[src/rtl/lsu_mem_port.sv]
// -----------------------------------------------------------------------------
// lsu_mem_port
//
// Load/store unit between the execute stage and the single-port, 16-bit-word
// data memory. One request at a time is taken over a valid/ready handshake.
// The unit forms the effective address, drives the memory pins, and returns
// formatted load data or a misalignment error. The memory has no byte
// enables, so byte stores are done as a read-modify-write.
//
// Ports:
//   clk, rst_n          rising-edge clock (shared with memory), async active-low reset
//   req_valid/req_ready request handshake, accepted when both high at clk edge
//   req_we              1 = store, 0 = load
//   req_size            0 = byte, 1 = halfword (full word)
//   req_unsigned        byte loads zero-extend when 1, sign-extend when 0
//   req_base/req_offset effective address = base + offset (carry dropped)
//   req_wdata           store data (byte stores use [7:0])
//   resp_valid          one-cycle response strobe
//   resp_rdata          formatted load data, 0 for stores/errors, held between responses
//   resp_err            misaligned halfword access
//   mem_addr            memory word address (ea >> 1)
//   mem_wdata           memory write data
//   mem_we, mem_re      memory write / read enables, decoded from state
//   mem_rdata           combinational memory read data
// -----------------------------------------------------------------------------
module lsu_mem_port #(
    parameter int WIDTH = 16,
    parameter int AW    = 16
) (
    input  logic             clk,
    input  logic             rst_n,
    input  logic             req_valid,
    output logic             req_ready,
    input  logic             req_we,
    input  logic             req_size,
    input  logic             req_unsigned,
    input  logic [AW-1:0]    req_base,
    input  logic [AW-1:0]    req_offset,
    input  logic [WIDTH-1:0] req_wdata,
    output logic             resp_valid,
    output logic [WIDTH-1:0] resp_rdata,
    output logic             resp_err,
    output logic [AW-1:0]    mem_addr,
    output logic [WIDTH-1:0] mem_wdata,
    output logic             mem_we,
    output logic             mem_re,
    input  logic [WIDTH-1:0] mem_rdata
);

    typedef enum logic [1:0] {
        IDLE  = 2'd0,
        READ  = 2'd1,
        WRITE = 2'd2,
        RESP  = 2'd3
    } state_t;

    state_t           state;
    logic [AW-1:0]    ea;
    logic [AW-1:0]    word_addr;
    logic             accept;

    // Request attributes captured at acceptance; only the low byte of the
    // store data is needed later because halfword stores load mem_wdata directly.
    logic             lat_we;
    logic             lat_size;
    logic             lat_unsigned;
    logic             lat_lane;
    logic [7:0]       lat_wbyte;

    logic [7:0]       rd_byte;
    logic [WIDTH-1:0] load_fmt;
    logic [WIDTH-1:0] merged;

    // Effective address wraps modulo 2^AW; the memory is word addressed.
    assign ea        = req_base + req_offset;
    assign word_addr = {1'b0, ea[AW-1:1]};
    assign accept    = req_valid & req_ready;

    // Handshake, strobe and memory enables are pure decodes of the state
    // register, so they drop immediately when reset is asserted.
    assign req_ready  = (state == IDLE);
    assign resp_valid = (state == RESP);
    assign mem_re     = (state == READ);
    assign mem_we     = (state == WRITE);

    // Format the word coming back from memory: pick the little-endian byte
    // lane for byte accesses and extend it, and build the read-modify-write
    // word for byte stores by replacing just the selected lane.
    always_comb begin
        rd_byte = lat_lane ? mem_rdata[15:8] : mem_rdata[7:0];
        if (lat_size) begin
            load_fmt = mem_rdata;
        end else if (lat_unsigned) begin
            load_fmt = {{(WIDTH-8){1'b0}}, rd_byte};
        end else begin
            load_fmt = {{(WIDTH-8){rd_byte[7]}}, rd_byte};
        end
        merged = mem_rdata;
        if (lat_lane) begin
            merged[15:8] = lat_wbyte;
        end else begin
            merged[7:0] = lat_wbyte;
        end
    end

    // Main sequencer. Misaligned halfwords skip memory entirely; loads and
    // byte stores go through READ; halfword stores go straight to WRITE.
    // mem_addr and mem_wdata are only updated when a memory access follows,
    // so they keep their last value while idle or responding.
    always_ff @(posedge clk or negedge rst_n) begin
        if (!rst_n) begin
            state        <= IDLE;
            resp_rdata   <= '0;
            resp_err     <= 1'b0;
            mem_addr     <= '0;
            mem_wdata    <= '0;
            lat_we       <= 1'b0;
            lat_size     <= 1'b0;
            lat_unsigned <= 1'b0;
            lat_lane     <= 1'b0;
            lat_wbyte    <= '0;
        end else begin
            case (state)
                IDLE: begin
                    if (accept) begin
                        lat_we       <= req_we;
                        lat_size     <= req_size;
                        lat_unsigned <= req_unsigned;
                        lat_lane     <= ea[0];
                        lat_wbyte    <= req_wdata[7:0];
                        if (req_size && ea[0]) begin
                            resp_rdata <= '0;
                            resp_err   <= 1'b1;
                            state      <= RESP;
                        end else if (req_we && req_size) begin
                            mem_addr  <= word_addr;
                            mem_wdata <= req_wdata;
                            state     <= WRITE;
                        end else begin
                            mem_addr <= word_addr;
                            state    <= READ;
                        end
                    end
                end
                READ: begin
                    if (lat_we) begin
                        mem_wdata <= merged;
                        state     <= WRITE;
                    end else begin
                        resp_rdata <= load_fmt;
                        resp_err   <= 1'b0;
                        state      <= RESP;
                    end
                end
                WRITE: begin
                    resp_rdata <= '0;
                    resp_err   <= 1'b0;
                    state      <= RESP;
                end
                RESP: begin
                    state <= IDLE;
                end
                default: begin
                    state <= IDLE;
                end
            endcase
        end
    end

endmodule
[config.mk]
export PLATFORM = sky130hd
export DESIGN_NAME = lsu_mem_port
export DESIGN_NICKNAME = d
export VERILOG_FILES = /design/src/rtl/lsu_mem_port.sv
export SDC_FILE = /design/constraint.sdc
export NUM_CORES = 1
export LEC_CHECK = 0
export BUFFER_PORTS_ARGS = -buffer_cell sky130_fd_sc_hd__buf_2
export CAP_MARGIN = 20
export CORE_ASPECT_RATIO = 1.2
export CORE_MARGIN = 2
export CORE_UTILIZATION = 55
export DETAILED_ROUTE_END_ITERATION = 12
export PLACE_DENSITY = 0.86
export SLEW_MARGIN = 10
export SYNTH_ARGS = -nofsm -noshare
export SYNTH_HDL_FRONTEND = slang
export SYNTH_SLANG_ARGS = --single-unit
[constraint.sdc]
create_clock -name clk -period 3.6 [get_ports clk]
set_input_delay 0.72 -clock clk [delete_from_list [all_inputs] [get_ports clk]]
set_output_delay 0.72 -clock clk [all_outputs]
set_load 0.005 [all_outputs]
Word-level counts from Yosys, hierarchy flattened

Cells that the tools add are included.
Widths: inputs -> output; s select.

Register bits after elaboration: 62
Input port bits: 70
Logic and storage cells: 54
Output and inout port bits: 53

$add $sub $neg: 1
Multiplexer cells: 23
Equal/unequal tests: 9
Reductions and logical operators: 9
Bitwise gates (word level): 2

Operator list:

| kind               | count |
|---|---|
| $mux 16            | 9 |
| $pmux 16 s3        | 1 |
| $pmux 16 s2        | 1 |
| $mux 8             | 3 |
| $add 16x16->16     | 1 |
| $ne 2x1->1 const B | 4 |
| $pmux 2 s4         | 1 |
| $mux 2             | 3 |
| $reduce_and 5->1   | 1 |
| $eq 2x2->1 const B | 2 |
| $mux 1             | 4 |
| $ne 2x2->1 const B | 2 |
| $reduce_and 4->1   | 1 |
| $pmux 1 s3         | 1 |
| $reduce_and 3->1   | 1 |
| $reduce_bool 3->1  | 1 |
| $eq 2x1->1 const B | 1 |
| $logic_and 1x1->1  | 2 |
| $logic_not 2->1    | 1 |
| $reduce_and 2->1   | 1 |
| $reduce_bool 2->1  | 1 |
| $and 1x1->1        | 1 |
| $not 1->1          | 1 |

Depth between registers and ports, before layout

Gate-level depths: netlist of run 1.

Depth in word-level cells: 5
Depth in mapped cells: 8
Gate-level depth less buffers: 7

Least setup slack after synthesis of run 1

No wires, ideal clock.

Kind: input-to-reg
Start point: input req_base[0]
End point: register mem_addr[11]
Data required time: 3,531 ps
Arrival: 2,325 ps
Path buffers: 0
Cell stages on the path: 7
Slack: 1,206 ps
Cell sequence: ha_1 > fa_1 > a21oi_1 > o21ai_1 > a221o_1 > a211o_1 > nand3_1

Longest elaborated chain between the ends: 4

RTL lines:

| what                              | RTL line | text |
|---|---|---|
| start: declaration                | 37       | `input logic [AW-1:0] req_base,` |
| $add 16x16->16 (*)                | 75       | `assign ea = req_base + req_offset;` |
| $logic_and 1x1->1                 | 131      | `if (req_size && ea[0]) begin` |
| $not 1->1 (no source line)        | n/a      |  |
| $reduce_and 3->1 (no source line) | n/a      |  |
| end signal: assignment            | 136      | `mem_addr <= word_addr;` |
| end signal: assignment            | 140      | `mem_addr <= word_addr;` |
| end: declaration                  | 43       | `output logic [AW-1:0] mem_addr,` |

Mark *: on every way between the ends. The rest lies on a longest branch, timed or not.
A chain may end at the register's enable or synchronous reset.

Final worst setup path of run 1

Start point: register state[0]
End point: register mem_wdata[3]

Longest elaborated chain between the ends: 4

RTL lines:

| what                              | RTL line | text |
|---|---|---|
| start: declaration                | 57       | `state_t state;` |
| start signal: assignment          | 112      | `state <= IDLE;` |
| start signal: assignment          | 134      | `state <= RESP;` |
| start signal: assignment          | 138      | `state <= WRITE;` |
| $logic_not 2->1                   | 81, 123  |  |
| $and 1x1->1                       | 77       | `assign accept = req_valid & req_ready;` |
| $ne 2x1->1 (no source line)       | n/a      |  |
| $reduce_and 5->1 (no source line) | n/a      |  |
| end signal: assignment            | 137      | `mem_wdata <= req_wdata;` |
| end signal: assignment            | 147      | `mem_wdata <= merged;` |
| end: declaration                  | 44       | `output logic [WIDTH-1:0] mem_wdata,` |

Parallel ways exist; a longest one is shown, timed or not.

==> run metrics, run 1 <==
DP Worst Slack between 0.9 and 1 ns; worst setup margin around 1.1 ns; Crit path required time approximately 3.8 ns; syn_nets 469; die extent in y 94.3 um; WL per Instance around 16 um; area of the mapped netlist 3740 um2; TritonCTS Buffers 9; GP Congestion 0.994; Seq/Total Area, Yosys 0.415; min Tclk post-route about 2.5 ns; CP max stage delay about 0.46 ns; outcome complete, no violations; fraction of power spent switching nets 0.381; r2r setup slk around 1.1 ns; Post-CTS Hold Fix Bufs 0; synthesized flop and latch total slightly above 60; H-Tree Depth 3; VDD IR-drop max 0.343 mV; Power Dens Cells approximately 780 nW/um2; Initial Util 0.577; Syn-to-layout area delta 22.4%; area of the core approximately 6500 um2; CP arrival between 2 and 3 ns; Post-CTS Resized 0; Sw Pwr roughly 1.4 mW; cells on worst reg2reg path 7; Worst path depth 7; Avg Cell Area, Syn between 9 and 10 um2; RSZ-0062 raised after global routing no; post-synthesis xor/xnor area fraction 0.0234; Clock Power Share 0.166; global-route wire length before repair around 15 mm; DRT iter0 DRCs 128; WS Path Type flip-flop to flip-flop; slowest CP cell nor2_4; Die Span X approximately 80 um; Crit path max-delay family simple AND/OR/NAND/NOR gates; f_max ~0.40 GHz; Total GRT Usage 0.259; Die ar. ~7500 um2; routed via count about 3300; worst slew pin tran between 0.9 and 1 ns; vias in the first global route approximately 3200; Flop pwr share 0.370; Top FF cell, synth dfrtp_1; Slew Limit Fails 0; CP startpoint state[0]; Skew-Pair Late Insertion Delay 0.34 ns; largest family of logic cells by synthesized area multiplexers; CP Cell Sequence inv_1 > ha_1 > nand2_2 > a21o_1 > o22a_1 > nor2_4 > mux2_2; I/O pins approximately 120; clock transition at the registers of the reported paths approximately 0.070 ns; post-DP HPWL a little over 7 mm; Synth cell types 50; # diodes 0; final setup fails 0; simple-gate share of the synthesized area 0.127; layout cells sized above 1 0.348; Synth async-reset ratio 1.00; post-CTS setup buffer count 0; post-synthesis adder-cell area fraction 0.0723; Critical R2R Launch state[0]; drt drc 0; max-cap violation count 0; initial antenna violation count 0; setup_tns 0 ns; clock root cell clkbuf_8; Fill cells a little over 500; Clock Skew between 0.007 and 0.008 ns; Reg2Reg Capture Point mem_wdata[3]; DR vias/cell 5.66; largest net degree at the start of global routing 40; final WL between 9 and 10 mm; post-layout net count between 500 and 600; # clock sinks 62; final hold viol count 0; mux share of post-synthesis cell area 0.167; Tcrit/Tclk final 0.692; crit end category flip-flop; TritonCTS clock tree yes; drt pass-1 iters 4; startpoint class of the critical path flip-flop; clk buf depth 2; Post-synth EDFFs 0; Comb pwr share 0.464; total grt overflow 0; Rel. slew slack 0.351; LEAKAGE 2.33 nW; Core Rows 32; Compound-Gate Fraction of Synth Area 0.164; HP Class input pin to asynchronous set/reset pin; Internal Power approximately 2.2 mW; crit path to mem_wdata[3]; peak fanout along the critical path 16; YS warnings 0; port bufs 121; post-synthesis cell count roughly 380; antenna viol nets, final 0; WP buf/inv 1
## cells in the mapped netlist (2+ instances only)
cell type  count  share of area
a211o_1        2         0.0047
xor2_1         7          0.016
a22oi_1        2         0.0040
dfrtp_1       62           0.41
mux2i_1       26          0.070
mux2_4        10          0.040
a21oi_1       33          0.044
clkbuf_1      11          0.011
buf_2          5         0.0067
nor3_1         2         0.0027
o21ai_0       23          0.031
xnor2_1        3         0.0070
nor2b_1        8          0.013
ha_1          20          0.067
mux2_2        19          0.057
o211ai_1       5          0.010
nand4_1        3         0.0050
nand2_1       48          0.048
nand2b_1       2         0.0033
and4_1         2         0.0047
nand3_1        5         0.0067
a21o_1         4         0.0080
a211oi_1       4         0.0080
o311ai_0       2         0.0047
o31ai_1       10          0.020
a31oi_1        3         0.0050
nor2_1        28          0.028
inv_1          7         0.0070
## how the worst min path moves through the flow
stage	start	end	slack, ns	cells after the start
final	rst_n	resp_rdata[2]	0.36	1
after CTS	rst_n	resp_rdata[2]	0.38	1
after global routing	rst_n	resp_rdata[2]	0.39	1
after floorplan	rst_n	lat_lane	0.42	0
after global placement	resp_rdata[6]	resp_rdata[6]	0.46	2
after detailed placement	resp_rdata[6]	resp_rdata[6]	0.47	2
## placed cells by master (no fill, tap or decap), types with 2 or more instances in the layout
cell type / synthesis / routed
o211ai_1: 5 / 5
nand3_1: 5 / 5
mux2i_1: 26 / 26
o311ai_0: 2 / 2
clkinv_4: 0 / 2
a21oi_1: 33 / 33
clkinv_2: 0 / 3
a21o_1: 4 / 4
buf_4: 1 / 3
dfrtp_1: 62 / 62
nor2_1: 28 / 28
and4_1: 2 / 2
mux2_2: 19 / 19
clkbuf_8: 0 / 9
xor2_1: 7 / 7
a22oi_1: 2 / 2
nor2b_1: 8 / 8
nand2_1: 48 / 48
a211o_1: 2 / 2
xnor2_1: 3 / 3
o21ai_0: 23 / 23
nand4_1: 3 / 3
buf_2: 5 / 121
ha_1: 20 / 20
inv_1: 7 / 7
a31oi_1: 3 / 3
mux2_4: 10 / 10
nor3_1: 2 / 2
nand2b_1: 2 / 2
o31ai_1: 10 / 10
a211oi_1: 4 / 4
## routing by layer
metal / vias up / share of wire / global-route usage
li1: 1601 / - / -
met1: 1558 / 0.40 / 0.301
met2: 135 / 0.50 / 0.459
met3: 20 / 0.069 / 0.0660
met4: 0 / 0.023 / 0.0963
met5: - / 0 / 0
## logic make-up (layout without fill, tap and decap cells)
family / Yosys count / after routing
compound gates: 98 / 98
xor+xnor: 10 / 10
fa+ha+maj: 21 / 21
buf+inv: 26 / 148
flops: 62 / 62
mux: 55 / 55
other cells: 1 / 1
simple gates: 105 / 105
## registers in the layout, summed over array words and instances (netlist names)
name          flops
lat_lane          1
mem_wdata        16
mem_addr         15
lat_unsigned      1
lat_wbyte         8
lat_we            1
lat_size          1
state             2
resp_rdata       16
resp_err          1
## layout make-up
cell class / count / area [um2] / share of cell area
clock inverters: 6 / 62.6 / 0.0137
flip-flops and latches: 62 / 1550 / 0.339
multi-input cells: 290 / 2070 / 0.453
clock buffers: 10 / 128 / 0.0279
inverters: 8 / 30.0 / 0.00656
well taps: 85 / 106 / 0.0232
repair buffers: 124 / 628 / 0.137
## power by group through the flow
stage | Clock [mW] | Combinational, mW | Sequential (mW)
final | 0.591 | 1.65 | 1.31
after global placement | 0 | 1.61 | 1.30
after global routing | 0.640 | 1.84 | 1.36
after CTS | 0.602 | 1.66 | 1.31
after floorplan | 0 | 1.16 | 1.25
after detailed placement | 0 | 1.66 | 1.32
## stage by stage
| stage | power [mW] | instances | util | hold WS [ns] | area [um2] |
|---|---|---|---|---|---|
| floorplan | 2.41 | 378 | - | 0.424 | 3740 |
| global placement | 2.91 | 569 | 0.677 | 0.455 | 4390 |
| detailed placement | 2.98 | 569 | 0.677 | 0.469 | 4390 |
| CTS | 3.58 | 585 | 0.706 | 0.377 | 4580 |
| global route | 3.84 | 585 | 0.706 | 0.395 | 4580 |
| finish | 3.55 | 585 | 0.706 | 0.362 | 4580 |
Power figures use the tool's default switching activity.
==> run 2: changes to the inputs <==
Settings changed: ABC_AREA from default to 1, CORE_UTILIZATION 55 to 46, PLACE_DENSITY 0.86 to 0.76.
Clock period 3.6 ns to 2.16 ns, I/O delays scaled along.
==> run metrics, run 2 <==
outcome complete, no violations (unchanged); Die Span X 87.1 um (was 79.3 um); DR vias/cell 5.06 (was 5.66); Synth area leader dfrtp_1 (unchanged); drt drc 0 (unchanged); min Tclk post-route 1.96 ns; cells on worst reg2reg path 7 (unchanged); post-synthesis adder-cell area fraction 0.0709 (was 0.0723); startpoint class of the critical path flip-flop (unchanged); Initial Util 0.470 (was 0.577); Power Dens Cells 1240 nW/um2 (was 775 nW/um2); TritonCTS Buffers 9 (unchanged); peak fanout along the critical path 32 (was 16); synth top area cells dfrtp_1 (41%), nand2_1 (14%), inv_1 (7.5%) (was dfrtp_1 (41%), mux2i_1 (7.0%), ha_1 (6.7%)); post-synthesis xor/xnor area fraction 0.0161 (was 0.0234); worst slew pin tran 0.638 ns (was 0.973 ns); final core occ 0.583 (was 0.706); Avg Cell Area, Syn 7.24 um2 (was 9.89 um2); H-Tree Depth 3 (unchanged); clock transition at the registers of the reported paths 0.06 ns (was 0.07 ns); placed insts 734 (was 569); Total GRT Usage 0.229 (was 0.259); Clock Power Share 0.161 (was 0.166); area of the core 8110 um2 (was 6490 um2); largest registers mem_wdata (16), resp_rdata (16), mem_addr (15) (unchanged); f_max 0.511 GHz; Sw Pwr 2.39 mW (was 1.35 mW); Crit path required time 1.73 ns (was 3.82 ns); RSZ-0062 raised after global routing no (unchanged); # clock sinks 62 (unchanged); global-route wire length before repair 16.4 mm (was 14.9 mm); CP arrival 1.53 ns (was 2.71 ns); Synth cell types 30 (was 50); port bufs 121 (unchanged); Seq/Total Area, Yosys 0.407 (was 0.415); mux share of post-synthesis cell area 0.00591 (was 0.167); # diodes 0 (unchanged); Internal Power 3.46 mW (was 2.20 mW); Fill cells 789 (was 503); layout cells sized above 1 0.229 (was 0.348); Top FF cell, synth dfrtp_1 (unchanged); CP startpoint state[1] (was state[0]); final hold viol count 0 (unchanged); max-cap violation count 0 (unchanged); Post-synth EDFFs 0 (unchanged); initial antenna violation count 1 (was 0); drt pass-1 iters 4 (unchanged); Core Rows 36 (was 32); final non-filler cell total 750 (was 585); total grt overflow 0 (unchanged); most common cell in the synthesized netlist nand2_1 (was dfrtp_1); TritonCTS clock tree yes (unchanged); fraction of power spent switching nets 0.409 (was 0.381); Rel. slew slack 0.572 (was 0.351); Synth top area share 0.407 (was 0.415); synthesized flop and latch total 62 (unchanged); clock root cell clkbuf_8 (unchanged); Clock Skew 0.00440 ns (was 0.00772 ns); final setup fails 0 (unchanged); Post-CTS Resized 0 (unchanged); DRT iter0 DRCs 91 (was 128); Skew-Pair Late Insertion Delay 0.35 ns (was 0.34 ns); LEAKAGE 2.65 nW (was 2.33 nW); I/O pins 123 (unchanged); Comb pwr share 0.487 (was 0.464); most common cell after layout, fill and taps aside nand2_1 (was buf_2); post-layout net count 741 (was 586); YS warnings 0 (unchanged); VDD IR-drop max 0.429 mV (was 0.343 mV); HP Class input pin to asynchronous set/reset pin (unchanged); antenna viol nets, final 0 (unchanged); post-synthesis cell count 527 (was 378); WL per Instance 13.4 um (was 15.8 um); Critical R2R Launch state[1] (was state[0]); Die ar. 9040 um2 (was 7480 um2); Tcrit/Tclk final 0.906; final WL 10.0 mm (was 9.27 mm); setup_tns 0 ns (unchanged); syn_nets 618 (was 469); Post-CTS Hold Fix Bufs 0 (unchanged); clk buf depth 2 (unchanged); routed via count 3792 (was 3314); Slew Limit Fails 0 (unchanged); Synth async-reset ratio 1.00 (unchanged); top post-synthesis cells by count nand2_1 (146), inv_1 (76), dfrtp_1 (62) (was dfrtp_1 (62), nand2_1 (48), a21oi_1 (33)); area of the mapped netlist 3810 um2 (was 3740 um2); WS Path Type flip-flop to output pin (was flip-flop to flip-flop); Syn-to-layout area delta 24.0% (was 22.4%); post-CTS setup buffer count 0 (unchanged); crit end category output pin (was flip-flop); Compound-Gate Fraction of Synth Area 0.158 (was 0.164); largest net degree at the start of global routing 43 (was 40); GP Congestion 0.913 (was 0.994); die extent in y 104 um (was 94.3 um); largest family of logic cells by synthesized area simple AND/OR/NAND/NOR gates (was multiplexers); commonest non-fill, non-tap cells in the layout nand2_1 (146), buf_2 (121), inv_1 (76), dfrtp_1 (62), nor2_1 (45) (was buf_2 (121), dfrtp_1 (62), nand2_1 (48), a21oi_1 (33), nor2_1 (28)); post-DP HPWL 7.89 mm (was 7.23 mm); Flop pwr share 0.352 (was 0.370); simple-gate share of the synthesized area 0.239 (was 0.127); vias in the first global route 3692 (was 3235)
-- run 2: kinds of logic (layout without fill, tap and decap cells) --
| logic type | count (synthesis) | count (layout) |
|---|---|---|
| xor+xnor | 7 | 7 |
| flops | 62 | 62 |
| fa+ha+maj | 21 | 21 |
| simple gates | 226 | 226 |
| buf+inv | 100 | 228 |
| other cells | 1 | 1 |
| mux | 2 | 2 |
| compound gates | 108 | 108 |
-- run 2: path summary, 6_finish.rpt --
kind	slack, ns	to
worst max register to register	0.23	resp_rdata[11]
min in group clk	0.30	lat_unsigned
max in group asynchronous	1.53	mem_wdata[15]
worst min-delay path	0.04	resp_rdata[13]
worst max-delay path	0.20	mem_re
worst min register to register	0.48	mem_addr[10]
-- run 2: power groups by stage --
stage                     clock network [mW]  logic, mW  registers (mW)
final                                  0.943       2.85            2.06
after detailed placement                   0       2.88            2.07
after floorplan                            0       1.81            2.07
after CTS                              0.963       2.89            2.06
after global routing                    1.02       3.27            2.14
after global placement                     0       2.80            2.06
-- run 2: final cells by class --
class / count / area [um2] / share of cell area
well taps: 95 / 119 / 0.0251
multi-input cells: 365 / 1870 / 0.396
inverters: 82 / 308 / 0.0651
clock buffers: 16 / 180 / 0.0381
flip-flops and latches: 62 / 1550 / 0.328
repair buffers: 130 / 698 / 0.148
-- run 2: stage by stage --
step                power, mW  setup WS [ns]  hold WS [ns]  cell area (um2)
global placement         4.87          0.202         0.419             4550
global route             6.43         0.0727        0.0742             4730
CTS                      5.91          0.179        0.0463             4730
floorplan                3.88          0.367         0.136             3810
finish                   5.85          0.202        0.0443             4730
detailed placement       4.95          0.146         0.422             4550
-- run 2: metal layers --
layer	GRT usage	vias up	wire (um)
met3	0.0574	26	732
met1	0.273	1695	4040
met5	0	-	13
li1	-	1928	-
met2	0.374	141	4850
met4	0.123	2	378
-- run 2: critical path: stages (launching register included) --
cell and delay (ns):
dfrtp_1 0.40, inv_1 0.13, ha_1 0.19, buf_4 0.28, buf_2 0.18
==> run 3: changes to the inputs <==
Settings changed: CORE_UTILIZATION 46 to 48, CTS_BUF_LIST from default to sky130_fd_sc_hd__clkbuf_8, PLACE_DENSITY 0.76 to 0.79.
==> run metrics, run 3 (same netlist as run 2, synthesis figures left out) <==
clock transition at the registers of the reported paths 0.07 ns (was 0.06 ns); DP Worst Slack 0.169 ns (was 0.146 ns); final non-filler cell total 746 (was 750); Syn-to-layout area delta 24.9% (was 24.0%); largest net degree at the start of global routing 63 (was 43); max-cap violation count 0 (unchanged); startpoint class of the critical path flip-flop (unchanged); Core Rows 35 (was 36); LEAKAGE 2.67 nW (was 2.65 nW); HP Class input pin to asynchronous set/reset pin (unchanged); total grt overflow 0 (unchanged); # clock sinks 62 (unchanged); Power Dens Cells 1270 nW/um2 (was 1240 nW/um2); outcome complete, no violations (unchanged); most common cell after layout, fill and taps aside nand2_1 (unchanged); minimum hold slack 0.0932 ns (was 0.0443 ns); vias in the first global route 3656 (was 3692); VDD IR-drop max 0.740 mV (was 0.429 mV); final hold viol count 0 (unchanged); initial antenna violation count 0 (was 1); CP startpoint state[1] (unchanged); TritonCTS Buffers 9 (unchanged); drt pass-1 iters 5 (was 4); f_max 0.507 GHz (was 0.511 GHz); CP Cell Sequence inv_1 > ha_1 > buf_4 > buf_2 (unchanged); Placed Area 4550 um2 (about the same); H-Tree Depth 3 (unchanged); global-route wire length before repair 16.4 mm (about the same); final WL 9.97 mm (was 10.0 mm); min Tclk post-route 1.97 ns (was 1.96 ns); largest registers mem_wdata (16), resp_rdata (16), mem_addr (15) (unchanged); routed via count 3789 (was 3792); Initial Util 0.495 (was 0.470); RSZ-0062 raised after global routing no (unchanged); GP Congestion 0.955 (was 0.913); layout cells sized above 1 0.232 (was 0.229); worst setup margin 0.186 ns (was 0.202 ns); post-CTS setup buffer count 0 (unchanged); Post-CTS Hold Fix Bufs 0 (unchanged); Clock Skew 0.0103 ns (was 0.00440 ns); cells on worst reg2reg path 7 (unchanged); setup_tns 0 ns (unchanged); CP arrival 1.54 ns (was 1.53 ns); peak fanout along the critical path 32 (unchanged); worst slew pin tran 0.558 ns (was 0.638 ns); post-layout net count 740 (was 741); drt drc 0 (unchanged); area of the core 7710 um2 (was 8110 um2); Die Span X 85.4 um (was 87.1 um); multi-input combinational cell area 1870 um2 (unchanged); TritonCTS clock tree yes (unchanged); WL per Instance 13.4 um (about the same); Die ar. 8680 um2 (was 9040 um2); die extent in y 102 um (was 104 um); Fill cells 754 (was 789); final setup fails 0 (unchanged); WS Path Type flip-flop to output pin (unchanged); clock root cell clkbuf_8 (unchanged); Slew Limit Fails 0 (unchanged); Crit path required time 1.73 ns (about the same); antenna viol nets, final 0 (unchanged); commonest non-fill, non-tap cells in the layout nand2_1 (146), buf_2 (121), inv_1 (77), dfrtp_1 (62), nor2_1 (45) (was nand2_1 (146), buf_2 (121), inv_1 (76), dfrtp_1 (62), nor2_1 (45)); post-DP HPWL 7.68 mm (was 7.89 mm); CP max stage delay 0.41 ns (was 0.40 ns); Skew-Pair Late Insertion Delay 0.34 ns (was 0.35 ns); Rel. slew slack 0.625 (was 0.572); port bufs 121 (unchanged); crit end category output pin (unchanged); slowest CP cell dfrtp_1 (unchanged); Tcrit/Tclk final 0.914 (was 0.906); clk buf depth 2 (unchanged); FF/Latch Area 1550 um2 (unchanged); I/O pins 123 (unchanged); Total GRT Usage 0.241 (was 0.229); Post-CTS Resized 0 (unchanged); # diodes 0 (unchanged); placed insts 730 (was 734); DR vias/cell 5.08 (was 5.06); DRT iter0 DRCs 137 (was 91); Critical R2R Launch state[1] (unchanged); Finished Cell Area 4760 um2 (was 4730 um2)
run 3: cell types whose count changed in the layout (fill, tap and decap cells not counted):
cell,change
inv_1,+1
buf_4,-2
clkinv_4,+1
clkinv_2,+2
clkbuf_1,-4
bufinv_16,+2
buf_12,+1
clkbuf_8,-3
clkinvlp_4,+1
run 3: worst max-delay path: cells and delay by family, from the launching register on:
kind                     cells  cell delay, ns
buffers and inverters        3            0.60
flip-flops                   1            0.41
adder cells (fa/ha/maj)      1            0.20
run 3: worst paths after layout:
check,endpoint,slack [ns]
setup / recovery,mem_re,0.19
hold / removal,resp_rdata[13],0.09
setup reg to reg,resp_rdata[9],0.25
hold reg to reg,mem_addr[10],0.47
max in group asynchronous,mem_wdata[0],1.78
min in group clk,lat_unsigned,0.30
run 3: where the power goes:
part	internal, mW	switching (mW)
Clock	0.643	0.466
Combinational	1.23	1.67
Sequential	1.73	0.323
run 3: per-layer routing:
metal  track usage  share of wire  vias to the layer above  wire length (um)
met1         0.277           0.40                     1689              3970
li1              -              -                     1917                 -
met5             0              0                        -                 0
met4         0.111          0.034                        0               342
met2         0.416           0.49                      156              4870
met3        0.0660          0.080                       27               797
run 3: through the flow:
step,util,total power [mW]
final,0.618,6.07
after global routing,0.618,6.64
after CTS,0.618,6.13
after detailed placement,0.590,4.98
after global placement,0.590,4.89
after floorplan,-,3.88
run 3: layout make-up:
| type | count | share of cell area |
|---|---|---|
| Multi-Input combinational cell | 365 | 0.393 |
| Sequential cell | 62 | 0.326 |
| Timing Repair Buffer | 129 | 0.148 |
| Inverter | 82 | 0.0646 |
| Clock buffer | 9 | 0.0260 |
| Tap cell | 92 | 0.0242 |
| Clock inverter | 7 | 0.0189 |
